$ cat src/rtl/record_packer_if.sv
// Record type and the word-in / record-out handshake bundle for record_packer.
// The package sits here so the bundle and the design share one record_t.
package record_packer_pkg;
    localparam int unsigned WORD_W = 32;

    typedef struct packed {
        logic signed [WORD_W-1:0] x;
        logic        [WORD_W-1:0] y;
    } record_t;
endpackage

interface record_packer_if #(
    parameter int unsigned COUNT_WIDTH = 16
);
    import record_packer_pkg::*;

    logic [WORD_W-1:0]      a_in;
    logic                   a_in_sync;
    logic                   a_in_notify;
    record_t                a_out;
    logic                   a_out_sync;
    logic                   a_out_notify;
    logic [COUNT_WIDTH-1:0] rec_count;

    // master drives the word source and the consumer ready; slave is the packer
    modport master (
        output a_in, a_in_sync, a_out_sync,
        input  a_in_notify, a_out, a_out_notify, rec_count
    );

    modport slave (
        input  a_in, a_in_sync, a_out_sync,
        output a_in_notify, a_out, a_out_notify, rec_count
    );
endinterface

$ cat src/rtl/record_packer.sv
// Packs two consecutive 32-bit words into one record_t and hands it to the
// consumer over a notify/sync handshake; counts delivered records with wrap.
module record_packer
    import record_packer_pkg::*;
#(
    parameter bit          SWAP_ORDER  = 1'b0,
    parameter int unsigned COUNT_WIDTH = 16
) (
    input  logic            clk,
    input  logic            rst,
    record_packer_if.slave  bus
);

    typedef enum logic [1:0] {
        GET_FIRST  = 2'd0,
        GET_SECOND = 2'd1,
        SEND       = 2'd2
    } state_t;

    state_t                 state,      state_nxt;
    record_t                rec,        rec_nxt;
    logic                   in_notify,  in_notify_nxt;
    logic                   out_notify, out_notify_nxt;
    logic [COUNT_WIDTH-1:0] count,      count_nxt;

    // state and every output are flops; reset discards any partial/unsent record
    always_ff @(posedge clk or posedge rst) begin
        if (rst) begin
            state      <= GET_FIRST;
            rec        <= '0;
            in_notify  <= 1'b1;
            out_notify <= 1'b0;
            count      <= '0;
        end else begin
            state      <= state_nxt;
            rec        <= rec_nxt;
            in_notify  <= in_notify_nxt;
            out_notify <= out_notify_nxt;
            count      <= count_nxt;
        end
    end

    always_comb begin
        state_nxt      = state;
        rec_nxt        = rec;
        in_notify_nxt  = in_notify;
        out_notify_nxt = out_notify;
        count_nxt      = count;

        case (state)
            GET_FIRST: begin
                if (bus.a_in_sync) begin
                    if (SWAP_ORDER) rec_nxt.y = bus.a_in;
                    else            rec_nxt.x = $signed(bus.a_in);
                    state_nxt = GET_SECOND;
                end
            end
            GET_SECOND: begin
                if (bus.a_in_sync) begin
                    if (SWAP_ORDER) rec_nxt.x = $signed(bus.a_in);
                    else            rec_nxt.y = bus.a_in;
                    in_notify_nxt  = 1'b0;
                    out_notify_nxt = 1'b1;
                    state_nxt      = SEND;
                end
            end
            SEND: begin
                // a_in_sync is ignored here: the source keeps holding its word
                if (bus.a_out_sync) begin
                    in_notify_nxt  = 1'b1;
                    out_notify_nxt = 1'b0;
                    count_nxt      = count + COUNT_WIDTH'(1);
                    state_nxt      = GET_FIRST;
                end
            end
            default: begin
                state_nxt      = GET_FIRST;
                in_notify_nxt  = 1'b1;
                out_notify_nxt = 1'b0;
            end
        endcase
    end

    assign bus.a_in_notify  = in_notify;
    assign bus.a_out_notify = out_notify;
    assign bus.a_out        = rec;
    assign bus.rec_count    = count;

endmodule

$ cat src/flat_wrapper.sv
// flat-port wrapper written by rule: the top's interface ports become plain ports
module record_packer_flat import record_packer_pkg::*;
#(
    parameter bit          SWAP_ORDER  = 1'b0,
    parameter int unsigned COUNT_WIDTH = 16
)
  (clk, rst, bus_a_in, bus_a_in_sync, bus_a_out_sync, bus_a_in_notify, bus_a_out, bus_a_out_notify, bus_rec_count);
  record_packer_if #(.COUNT_WIDTH(COUNT_WIDTH)) bus_i ();
  input  logic clk;
  input  logic rst;
  input wire logic [$bits(bus_i.a_in)-1:0] bus_a_in;
  input wire logic [$bits(bus_i.a_in_sync)-1:0] bus_a_in_sync;
  input wire logic [$bits(bus_i.a_out_sync)-1:0] bus_a_out_sync;
  output wire logic [$bits(bus_i.a_in_notify)-1:0] bus_a_in_notify;
  output wire logic [$bits(bus_i.a_out)-1:0] bus_a_out;
  output wire logic [$bits(bus_i.a_out_notify)-1:0] bus_a_out_notify;
  output wire logic [$bits(bus_i.rec_count)-1:0] bus_rec_count;
  assign bus_i.a_in = bus_a_in;
  assign bus_i.a_in_sync = bus_a_in_sync;
  assign bus_i.a_out_sync = bus_a_out_sync;
  assign bus_a_in_notify = bus_i.a_in_notify;
  assign bus_a_out = bus_i.a_out;
  assign bus_a_out_notify = bus_i.a_out_notify;
  assign bus_rec_count = bus_i.rec_count;
  record_packer #(.SWAP_ORDER(SWAP_ORDER), .COUNT_WIDTH(COUNT_WIDTH)) u_core (.clk(clk), .rst(rst), .bus(bus_i));
endmodule
$ cat config.mk
export PLATFORM = sky130hd
export DESIGN_NAME = record_packer_flat
export DESIGN_NICKNAME = d
export VERILOG_FILES = /design/src/rtl/record_packer_if.sv /design/src/rtl/record_packer.sv /design/src/flat_wrapper.sv
export SDC_FILE = /design/constraint.sdc
export NUM_CORES = 1
export LEC_CHECK = 0
export ABC_AREA = 1
export CORE_AREA = 2 2 98 100
export CTS_BUF_LIST = sky130_fd_sc_hd__clkbuf_4 sky130_fd_sc_hd__clkbuf_8
export DETAILED_ROUTE_END_ITERATION = 8
export DIE_AREA = 0 0 100 102
export GPL_ROUTABILITY_DRIVEN = 0
export PLACE_DENSITY = 0.67
export REMOVE_ABC_BUFFERS = 1
export SYNTH_ARGS = -nofsm -noshare
export SYNTH_HDL_FRONTEND = slang
export SYNTH_SLANG_ARGS = --single-unit
export TNS_END_PERCENT = 1
$ cat constraint.sdc
create_clock -name clk -period 3.36 [get_ports clk]
set_input_delay 0.672 -clock clk [delete_from_list [all_inputs] [get_ports clk]]
set_output_delay 0.672 -clock clk [all_outputs]
set_load 0.03 [all_outputs]
# After elaboration in Yosys (flattened, before gate mapping)
# Index checks and enable logic that the tools add are counted.
[word_totals]
reg_bits = 84
in_bits = 36
[classes]
add_sub_neg = 1
n_eq_ne = 5
n_mux = 10
bitwise = 1
reduce_logical = 6
[ops]
columns = ["operator", "count"]
rows = [
  ["16-bit by 1-bit adder with 16-bit output, second input constant", 1],
  ["2-bit two-way mux", 3],
  ["2-bit inequality test, second input constant", 3],
  ["1-bit one-hot mux with 3 select lines", 2],
  ["2-bit one-hot mux with 3 select lines", 1],
  ["2-bit AND reduction", 3],
  ["3-bit AND reduction", 2],
  ["1-bit two-way mux", 4],
  ["2-bit by 1-bit equality test with 1-bit output, second input constant", 1],
  ["2-bit equality test, second input constant", 1],
  ["2-bit zero test", 1],
  ["1-bit NOT", 1],
]

# Depth between registers and ports, before layout
[depth]
ltp_word = 3
mapped_depth = 8
mapped_depth_nobuf = 8

# Worst setup path after synthesis
# OpenSTA, ideal clock, no wires.
[synth_timing]
kind = "register to register"
from = "register u_core.count[1] (netlist: u_core.bus.rec_count[1])"
to = "register u_core.count[8] (netlist: u_core.bus.rec_count[8])"
setup_time_ns = 0.135
arrival_time_ns = 1.213
t_required_ns = 3.225
path_slack_ns = 2.012
stages_incl_launch_ff = 6
synth_period_minus_slack_ns = 1.348
path_cell_list = "dfrtp_1 ha_1 nand2_1 nor2_4 nand2_2 xnor2_1"
[synth_between]
elab_chain_cells = 1
[synth_lines]
columns = ["item", "line_no", "rtl"]
rows = [
  ["start, declared", "record_packer.sv:24", "logic [COUNT_WIDTH-1:0] count, count_nxt;"],
  ["start signal, assigned", "record_packer.sv:39", "count <= count_nxt;"],
  ["16-bit by 1-bit adder with 16-bit output", "record_packer.sv:72", "count_nxt = count + COUNT_WIDTH'(1);"],
]
# No other way between the ends.
# A chain may end at the register's enable or synchronous reset.

# Worst setup path after layout
[layout_timing]
from = "input port bus_a_in_sync"
to = "register u_core.rec (netlist bit u_core.bus.a_out[63])"
[layout_between]
elab_chain_cells = 1
[layout_lines]
columns = ["item", "line_no", "rtl"]
rows = [
  ["start, declared", "flat_wrapper.sv:12", "input wire logic [$bits(bus_i.a_in_sync)-1:0] bus_a_in_sync;"],
  ["2-bit AND reduction (no line)", "--", ""],
  ["end signal, assigned", "record_packer.sv:36", "rec <= rec_nxt;"],
  ["end, declared", "record_packer.sv:21", "record_t rec, rec_nxt;"],
]
# No other way between the ends.

==> results by group <==
Finish
  • Nets@finish: 521
  • Post-Route Utilization: 54.5%
  • Multi-input logic area: 0.00113 mm²
  • Filler Cell Count: 818
  • Synth-to-layout area growth: 40.0%
  • Design area: 0.00496 mm²
  • Sequential cell area: 0.00210 mm²
  • Share of post-route cells with drive strength above 1: 11.2%
  • Antenna Cells: 0

Drt
  • Final WL: 7.71 mm
  • Final antenna-violating net count: 0
  • Met1 wire length: 3.42 mm
  • DR top layer: met4
  • Initial detailed-routing violation count: 108
  • DRT Pass-1 Iters: 4
  • DR WL met2: 3.46 mm
  • Detailed-route DRC error count: 0
  • Via count: 2739
  • Via density per instance: 4.57
  • Wire length on met3: 738 µm
  • Routed length per instance: 12.9 µm

STA
  • Final Hold Viols: 0
  • Crit share post-route: 70.8%
  • Max Slew Vio Count: 0
  • Clk_skew: 0.0119 ns
  • RSZ-0062 raised after global routing: no
  • Fmax achieved: 420 MHz
  • Final Setup Violations: 0
  • Relative slew slack: 26.9%
  • Post-route minimum period: 2.38 ns
  • Slew of the pin with the lowest slew margin: 1.09 ns
  • TNS Setup: 0 ns

Synthesis
  • Most frequent cell after synthesis: nand2_1
  • Seq/Total Area, Yosys: 59.4%
  • Mapped Area: 0.00354 mm²
  • Share of the synthesized area in the top cell type: 58.6%
  • Synth Instances: 367
  • Avg Cell Area, Syn: 9.66 µm²
  • Synth Flop Type: dfrtp_1
  • FFs w/ async S/R, synth: 100%
  • Synth cell types: 26
  • EDFF count, synth: 0
  • Top cells by area in the synthesized netlist: dfrtp_1 59%, nand2_1 11%, o21ai_0 5.1%
  • Top cells by count, synth: 103 x nand2_1, 83 x dfrtp_1, 47 x inv_1
  • Yosys warns: 0
  • Synth area leader: dfrtp_1
  • Synth Register Bits: 84

Hold path
  • Hold Startpoint: u_core.bus.a_out_notify
  • Hold WC Path Type: reg2reg

Pwr
  • Max IR drop VDD: 0.436 mV
  • Lkg Pwr: 2.30 nW
  • Power per cell area: 963 mW/mm²
  • Overall Power: 4.78 mW

Critical path
  • Arr. time, crit path: 2.61 ns
  • Slowest stage delay, CP: 0.85 ns
  • CP endpoint kind: register
  • Critical path fanouts, max: 65
  • Kind of critical path: in2reg
  • Worst EP required: 3.59 ns
  • Worst Path Buf+Inv: 1
  • Reg2reg setup slack: 1.33 ns
  • Largest delay contributor family on the critical path: simple AND/OR/NAND/NOR gates
  • Setup crit start: bus_a_in_sync
  • Startpoint Class: primary input
  • Worst-path cell chain: clkdlybuf4s50_1, nand3_2, o21ai_0
  • Critical-path top delay cell: nand3_2
  • RR Startpoint: u_core.state[1]

GRT
  • Initial antenna violation count: 0
  • First-pass GRT wire length: 12.9 mm
  • Largest net degree at the start of global routing: 66
  • Gr ovfl total: 0
  • Overall routing resource usage: 16.0%
  • Vias in the first global route: 2743

Die
  • Number of placement rows: 35
  • Die area: 0.0102 mm²
  • DIE HEIGHT: 102 µm
  • Number of top-level pins: 118
  • Core Region: 0.00911 mm²
  • Initial Utilization: 38.9%
  • Die span in x: 100 µm

Clock network
  • Root buffer cell: clkbuf_8
  • CTS sink count: 84
  • Skew-Pair Late Insertion Delay: 0.35 ns
  • Clk slew on worst S/H paths: 0.08 ns
  • Htree depth: 3
  • CTS Hold Bufs: 0
  • CTS max path bufs: 2
  • Number of CTS-inserted buffers: 9
  • Setup Buffers After CTS: 0
  • CTS resizes: 0
  • CTS tree: done

Placement
  • Port Buffer Count: 117
  • Dpl cell area: 0.00476 mm²
  • DP HPWL: 5.49 mm

Outcome
  • Outcome: finished clean

Run
  • Total of max-cap violations: 0
worst reg2reg max path, stage by stage, from the launching register on:
cell and delay, ns:
dfrtp_1 0.47, inv_2 0.09, nand3_2 0.82, o21ai_0 0.53
cell families (layout without fill, tap and decap cells):
family,after synthesis,count (layout),synth area share [%]
compound gates,69,69,12.0
fa+ha+maj,1,1,0.353
buf+inv,63,185,8.76
xor+xnor,8,8,1.98
simple gates,142,142,17.5
flops,84,84,59.4
final timing paths:
| kind | end | cells after the start |
|---|---|---|
| setup / recovery | u_core.bus.a_out[63] | 3 |
| hold / removal | u_core.bus.a_out_notify | 2 |
| hold reg to reg | u_core.bus.a_out_notify | 2 |
| setup reg to reg | u_core.bus.a_out[63] | 3 |
| min in group asynchronous | u_core.bus.rec_count[4] | 2 |
| max in group asynchronous | u_core.bus.a_out[43] | 3 |
final cells by class:
class / count / area share [%]
repair buffers: 120 / 24.3
well taps: 111 / 2.80
inverters: 49 / 3.73
multi-input cells: 220 / 22.8
clock inverters: 7 / 1.49
flip-flops and latches: 84 / 42.4
clock buffers: 9 / 2.50
report_power, final:
| group | internal (mW) | switching (mW) | total, mW |
|---|---|---|---|
| sequential | 1.43 | 0.264 | 1.69 |
| combinational | 0.939 | 1.43 | 2.37 |
| clock | 0.347 | 0.369 | 0.717 |
layer usage:
metal  track usage (%)  vias up
met3              6.29        9
met4              5.80        0
met5                 0        -
met2              24.4       92
li1                  -     1374
met1              21.0     1264
per-stage QoR:
| step | std cells | hold WS (ns) | worst slack, ns |
|---|---|---|---|
| final | 600 | 0.479 | 0.980 |
| after global routing | 600 | 0.516 | 0.771 |
| after detailed placement | 584 | 0.462 | 0.587 |
| after CTS | 600 | 0.483 | 0.945 |
| after global placement | 584 | 0.465 | 0.699 |
| after floorplan | 353 | 0.544 | 0.525 |
sequential cells by signal, indices dropped and copies added (netlist names):
| signal | cells |
|---|---|
| u_core.bus.a_in_notify | 1 |
| u_core.state | 2 |
| u_core.bus.rec_count | 16 |
| u_core.bus.a_out_notify | 1 |
| u_core.bus.a_out | 64 |
cell usage in the layout (no fill, tap or decap), types with 3 or more instances in the layout:
cell / synthesis / layout
clkdlybuf4s50_1: 0 / 117
dfrtp_1: 83 / 83
xnor2_1: 4 / 4
nand2_1: 103 / 103
xor2_1: 4 / 4
nor2_4: 3 / 3
nor2_1: 13 / 13
nand3_1: 9 / 9
o21ai_0: 36 / 36
o21ai_2: 20 / 20
o21ai_1: 11 / 11
clkinv_2: 0 / 3
clkbuf_8: 0 / 9
nand2_2: 4 / 4
inv_1: 47 / 46
No activity file was read; power rests on OpenSTA's default activity.
==> RTL edit 1: new RTL, same settings <==
Make the reset (`rst`) synchronous in one clocked block.
--- a/src/rtl/record_packer.sv
+++ b/src/rtl/record_packer.sv
@@ -26,3 +26,3 @@
     // state and every output are flops; reset discards any partial/unsent record
-    always_ff @(posedge clk or posedge rst) begin
+    always_ff @(posedge clk) begin
         if (rst) begin
Behaviour: differs if rst is asserted again (counterexample within 4 cycles, from zero or initial values and one cycle with rst high); with rst held inactive, the same outputs for 10 cycles.
==> RTL edit 1 against the unedited design <==
Global-route usage rose by 1.8 points; setup slack improved by 0.22 ns; sequential cell count did not move; area after synthesis fell by 9.9%; wire length rose by 17%; utilization fell by 3.8 points; cell area fell by 7.1%; critical endpoint is now bus_rec_count[0]; highest routed layer unchanged.
Power is not compared: it rests on default switching activity, and its combinational part moved more than twofold at a synthesized area within 25%.
==> RTL edit 1: results (changes against the unedited design) <==
<table>
<tr><th>Metric</th><th>Value</th></tr>
<tr><th colspan="2">Global routing</th></tr>
<tr><td>Wire length of the first global-routing pass</td><td>14.5 mm (was 12.9 mm)</td></tr>
<tr><td>Overall global routing resource usage</td><td>17.9% (was 16.0%)</td></tr>
<tr><td>Number of global-route vias before repair</td><td>3,008 (was 2,743)</td></tr>
<tr><th colspan="2">Finish</th></tr>
<tr><td>Number of multi-input logic gates</td><td>300 (was 220)</td></tr>
<tr><td>Fraction of layout cells with a size suffix above 1</td><td>5.15% (was 11.2%)</td></tr>
<tr><td>Number of filler cells placed in the layout</td><td>909 (was 818)</td></tr>
<tr><td>Fraction of area in clock buffers and inverters</td><td>3.96% (was 3.98%)</td></tr>
<tr><td>Area of all sequential standard cells</td><td>1680 um2 (was 2100 um2)</td></tr>
<tr><td>Number of nets at the end of the flow</td><td>576 (was 521)</td></tr>
<tr><td>Buffer count excluding the clock tree in the final layout</td><td>122 (was 120)</td></tr>
<tr><td>Number of ordinary inverters in the final layout</td><td>22 (was 49)</td></tr>
<tr><td>Multi-input logic area</td><td>1320 um2 (was 1130 um2)</td></tr>
<tr><td>Number of clock-tree buffers in the layout</td><td>11 (was 9)</td></tr>
<tr><th colspan="2">Setup path</th></tr>
<tr><td>Worst setup path startpoint</td><td>u_core.bus.rec_count[0]$_SDFFE_PP0P_ (was bus_a_in_sync)</td></tr>
<tr><td>Largest delay share family, worst path</td><td>buffers and inverters (was simple AND/OR/NAND/NOR gates)</td></tr>
<tr><td>Cell type of the slowest stage on the worst timing path</td><td>sky130_fd_sc_hd__clkdlybuf4s50_1 (was sky130_fd_sc_hd__nand3_2)</td></tr>
<tr><td>Worst reg-to-reg path cell count</td><td>6 (was 3)</td></tr>
<tr><td>Capturing point of the worst reg2reg path</td><td>u_core.bus.a_out[3]$_SDFFE_PP0P_ (was u_core.bus.a_out[63]$_DFFE_PP0P_)</td></tr>
<tr><td>Data arrival, critical path</td><td>1.48 ns (was 2.61 ns)</td></tr>
<tr><th colspan="2">Timing</th></tr>
<tr><td>Clk_skew</td><td>0.0137 ns (was 0.0119 ns)</td></tr>
<tr><td>Worst Max-Slew Pin Slew</td><td>0.698 ns (was 1.09 ns)</td></tr>
<tr><th colspan="2">Detailed routing</th></tr>
<tr><td>Met3 wire length</td><td>686 um (was 738 um)</td></tr>
<tr><td>Starting DRT DRC Count</td><td>130 (was 108)</td></tr>
<tr><td>Via count normalized by instance count</td><td>4.86 (was 4.57)</td></tr>
<tr><td>Detailed-route wire length on metal 1</td><td>3.87 mm (was 3.42 mm)</td></tr>
<tr><th colspan="2">Placement</th></tr>
<tr><td>Half-perimeter wire length of the detailed placement result</td><td>6.08 mm (was 5.49 mm)</td></tr>
<tr><th colspan="2">Outcome</th></tr>
<tr><td>Outcome</td><td>complete, no violations (unchanged)</td></tr>
</table>
==> RTL edit 1: through the flow <==
stage | hold slack (ns) | util, % | worst slack, ns | cells | cell area, um2
after floorplan | 0.527 | - | 1.26 | 406 | 3090
after global placement | 0.451 | 48.6 | 1.05 | 639 | 4430
after detailed placement | 0.452 | 48.6 | 0.976 | 639 | 4430
after CTS | 0.466 | 50.6 | 1.20 | 655 | 4610
after global routing | 0.486 | 50.6 | 1.13 | 655 | 4610
final | 0.463 | 50.6 | 1.20 | 655 | 4610
==> RTL edit 1: cells by family after synthesis <==
family | share of synthesized area [%]
compound gates | 12.1
fa+ha+maj | 0.392
simple gates | 28.6
buf+inv | 5.99
flops | 52.6
xor+xnor | 0.274
==> RTL edit 1: routing by layer <==
metal | global-route usage (%) | vias to the layer above
met5 | 0 | -
met4 | 3.79 | 0
met2 | 31.5 | 94
li1 | - | 1608
met1 | 20.8 | 1473
met3 | 6.84 | 7
==> RTL edit 2: new RTL, same settings <==
Without the edit above. `SWAP_ORDER` is set to 1'b0 in 2 places; all go to 1'b1.
--- a/src/rtl/record_packer.sv
+++ b/src/rtl/record_packer.sv
@@ -5,3 +5,3 @@
 #(
-    parameter bit          SWAP_ORDER  = 1'b0,
+    parameter bit          SWAP_ORDER  = 1'b1,
     parameter int unsigned COUNT_WIDTH = 16
--- a/src/flat_wrapper.sv
+++ b/src/flat_wrapper.sv
@@ -3,3 +3,3 @@
 #(
-    parameter bit          SWAP_ORDER  = 1'b0,
+    parameter bit          SWAP_ORDER  = 1'b1,
     parameter int unsigned COUNT_WIDTH = 16
Function: changed (a bounded check fails within 4 cycles, from zero or initial values and one cycle with rst high).
==> RTL edit 2 against the unedited design <==
Total power down 0.24%; utilization down 0.67 points; wire length down 0.62%; synthesized cell count down 0.27%; critical endpoint is now u_core.bus.a_out[62]$_DFFE_PP0P_; critical path depth unchanged; combinational power down 5%; area after synthesis down 2.4%; via count down 0.73%; setup slack worse by 0.063 ns; cell area down 1.2%; fmax down 2.6%; sequential cell count unchanged; highest routed layer unchanged; sequential power about the same.
==> RTL edit 2: results (changes against the unedited design) <==
<table>
<tr><th>Metric</th><th>Value</th></tr>
<tr><th colspan="2">Outcome</th></tr>
<tr><td>Outcome</td><td>complete, no violations (unchanged)</td></tr>
<tr><th colspan="2">Placement</th></tr>
<tr><td>Half-perimeter wire length of the detailed placement result</td><td>5.47 mm (was 5.49 mm)</td></tr>
<tr><td>Area of placed instances</td><td>4670 um2 (was 4760 um2)</td></tr>
<tr><th colspan="2">Logic synthesis</th></tr>
<tr><td>Cells after Synth</td><td>366 (was 367)</td></tr>
<tr><td>Most numerous cell types in the synthesized netlist</td><td>sky130_fd_sc_hd__nand2_1, sky130_fd_sc_hd__dfrtp_1, sky130_fd_sc_hd__inv_1 (unchanged)</td></tr>
<tr><td>Portion of the post-synthesis area used by sequential elements</td><td>60.8% (was 59.4%)</td></tr>
<tr><td>Post-synthesis compound-gate area fraction</td><td>9.55% (was 12.0%)</td></tr>
<tr><td>Distinct cells, synth</td><td>24 (was 26)</td></tr>
<tr><td>XOR/XNOR Fraction of Synth Area</td><td>2.50% (was 1.98%)</td></tr>
<tr><td>Biggest area contributors in the synthesized netlist</td><td>sky130_fd_sc_hd__dfrtp_1, sky130_fd_sc_hd__nand2_1, sky130_fd_sc_hd__inv_1 (was sky130_fd_sc_hd__dfrtp_1, sky130_fd_sc_hd__nand2_1, sky130_fd_sc_hd__o21ai_0)</td></tr>
<tr><th colspan="2">Timing</th></tr>
<tr><td>Worst Max-Slew Pin Slew</td><td>1.11 ns (was 1.09 ns)</td></tr>
<tr><td>Clk_skew</td><td>0.0119 ns (about the same)</td></tr>
<tr><th colspan="2">Global routing</th></tr>
<tr><td>Pin count of the biggest net entering global routing</td><td>67 (was 66)</td></tr>
<tr><td>Number of global-route vias before repair</td><td>2,537 (was 2,743)</td></tr>
<tr><td>Overall global routing resource usage</td><td>15.5% (was 16.0%)</td></tr>
<tr><td>Met1 track demand over resource in global routing</td><td>20.7% (was 21.0%)</td></tr>
<tr><th colspan="2">Detailed routing</th></tr>
<tr><td>Total via count in the routed design</td><td>2,719 (was 2,739)</td></tr>
<tr><td>Starting DRT DRC Count</td><td>70 (was 108)</td></tr>
<tr><td>Aggregate routed wire length</td><td>7.67 mm (was 7.71 mm)</td></tr>
<tr><td>Met2 wire len</td><td>3.70 mm (was 3.46 mm)</td></tr>
<tr><th colspan="2">Power</th></tr>
<tr><td>Sw Share</td><td>42.1% (was 43.2%)</td></tr>
<tr><td>Combinational Power Share</td><td>47.3% (was 49.6%)</td></tr>
<tr><th colspan="2">Setup path</th></tr>
<tr><td>Peak fanout along the critical path</td><td>66 (was 65)</td></tr>
<tr><td>Data arrival, critical path</td><td>2.67 ns (was 2.61 ns)</td></tr>
<tr><th colspan="2">Finish</th></tr>
<tr><td>Number of filler cells placed in the layout</td><td>830 (was 818)</td></tr>
<tr><td>Number of nets at the end of the flow</td><td>518 (was 521)</td></tr>
<tr><th colspan="2">Min path</th></tr>
<tr><td>Beginning of the worst hold path</td><td>u_core.bus.a_in_notify$_DFFE_PP1P_ (was u_core.bus.a_out_notify$_DFFE_PP0P_)</td></tr>
</table>
[RTL edit 2: critical path, delay by kind of cell]
family,cells,cell delay (ns)
AND/OR/NAND/NOR,1,0.86
AO/OA/AOI/OAI,1,0.56
buffers and inverters,1,0.55
[RTL edit 2: cell type report]
| class | instances | area, um2 | share of cell area (%) |
|---|---|---|---|
| flip-flops and latches | 84 | 2100 | 42.9 |
| repair buffers | 119 | 1200 | 24.5 |
| multi-input cells | 217 | 1040 | 21.3 |
| inverters | 50 | 189 | 3.86 |
| well taps | 111 | 139 | 2.83 |
| clock buffers | 10 | 131 | 2.68 |
| clock inverters | 6 | 96.3 | 1.97 |
[RTL edit 2: metrics by stage]
step	total power [mW]	setup slack, ns	hold slack [ns]
after floorplan	2.95	0.525	0.521
after global placement	3.95	0.648	0.455
after detailed placement	3.99	0.522	0.463
after CTS	4.82	0.881	0.476
after global routing	5.06	0.668	0.516
final	4.76	0.918	0.469
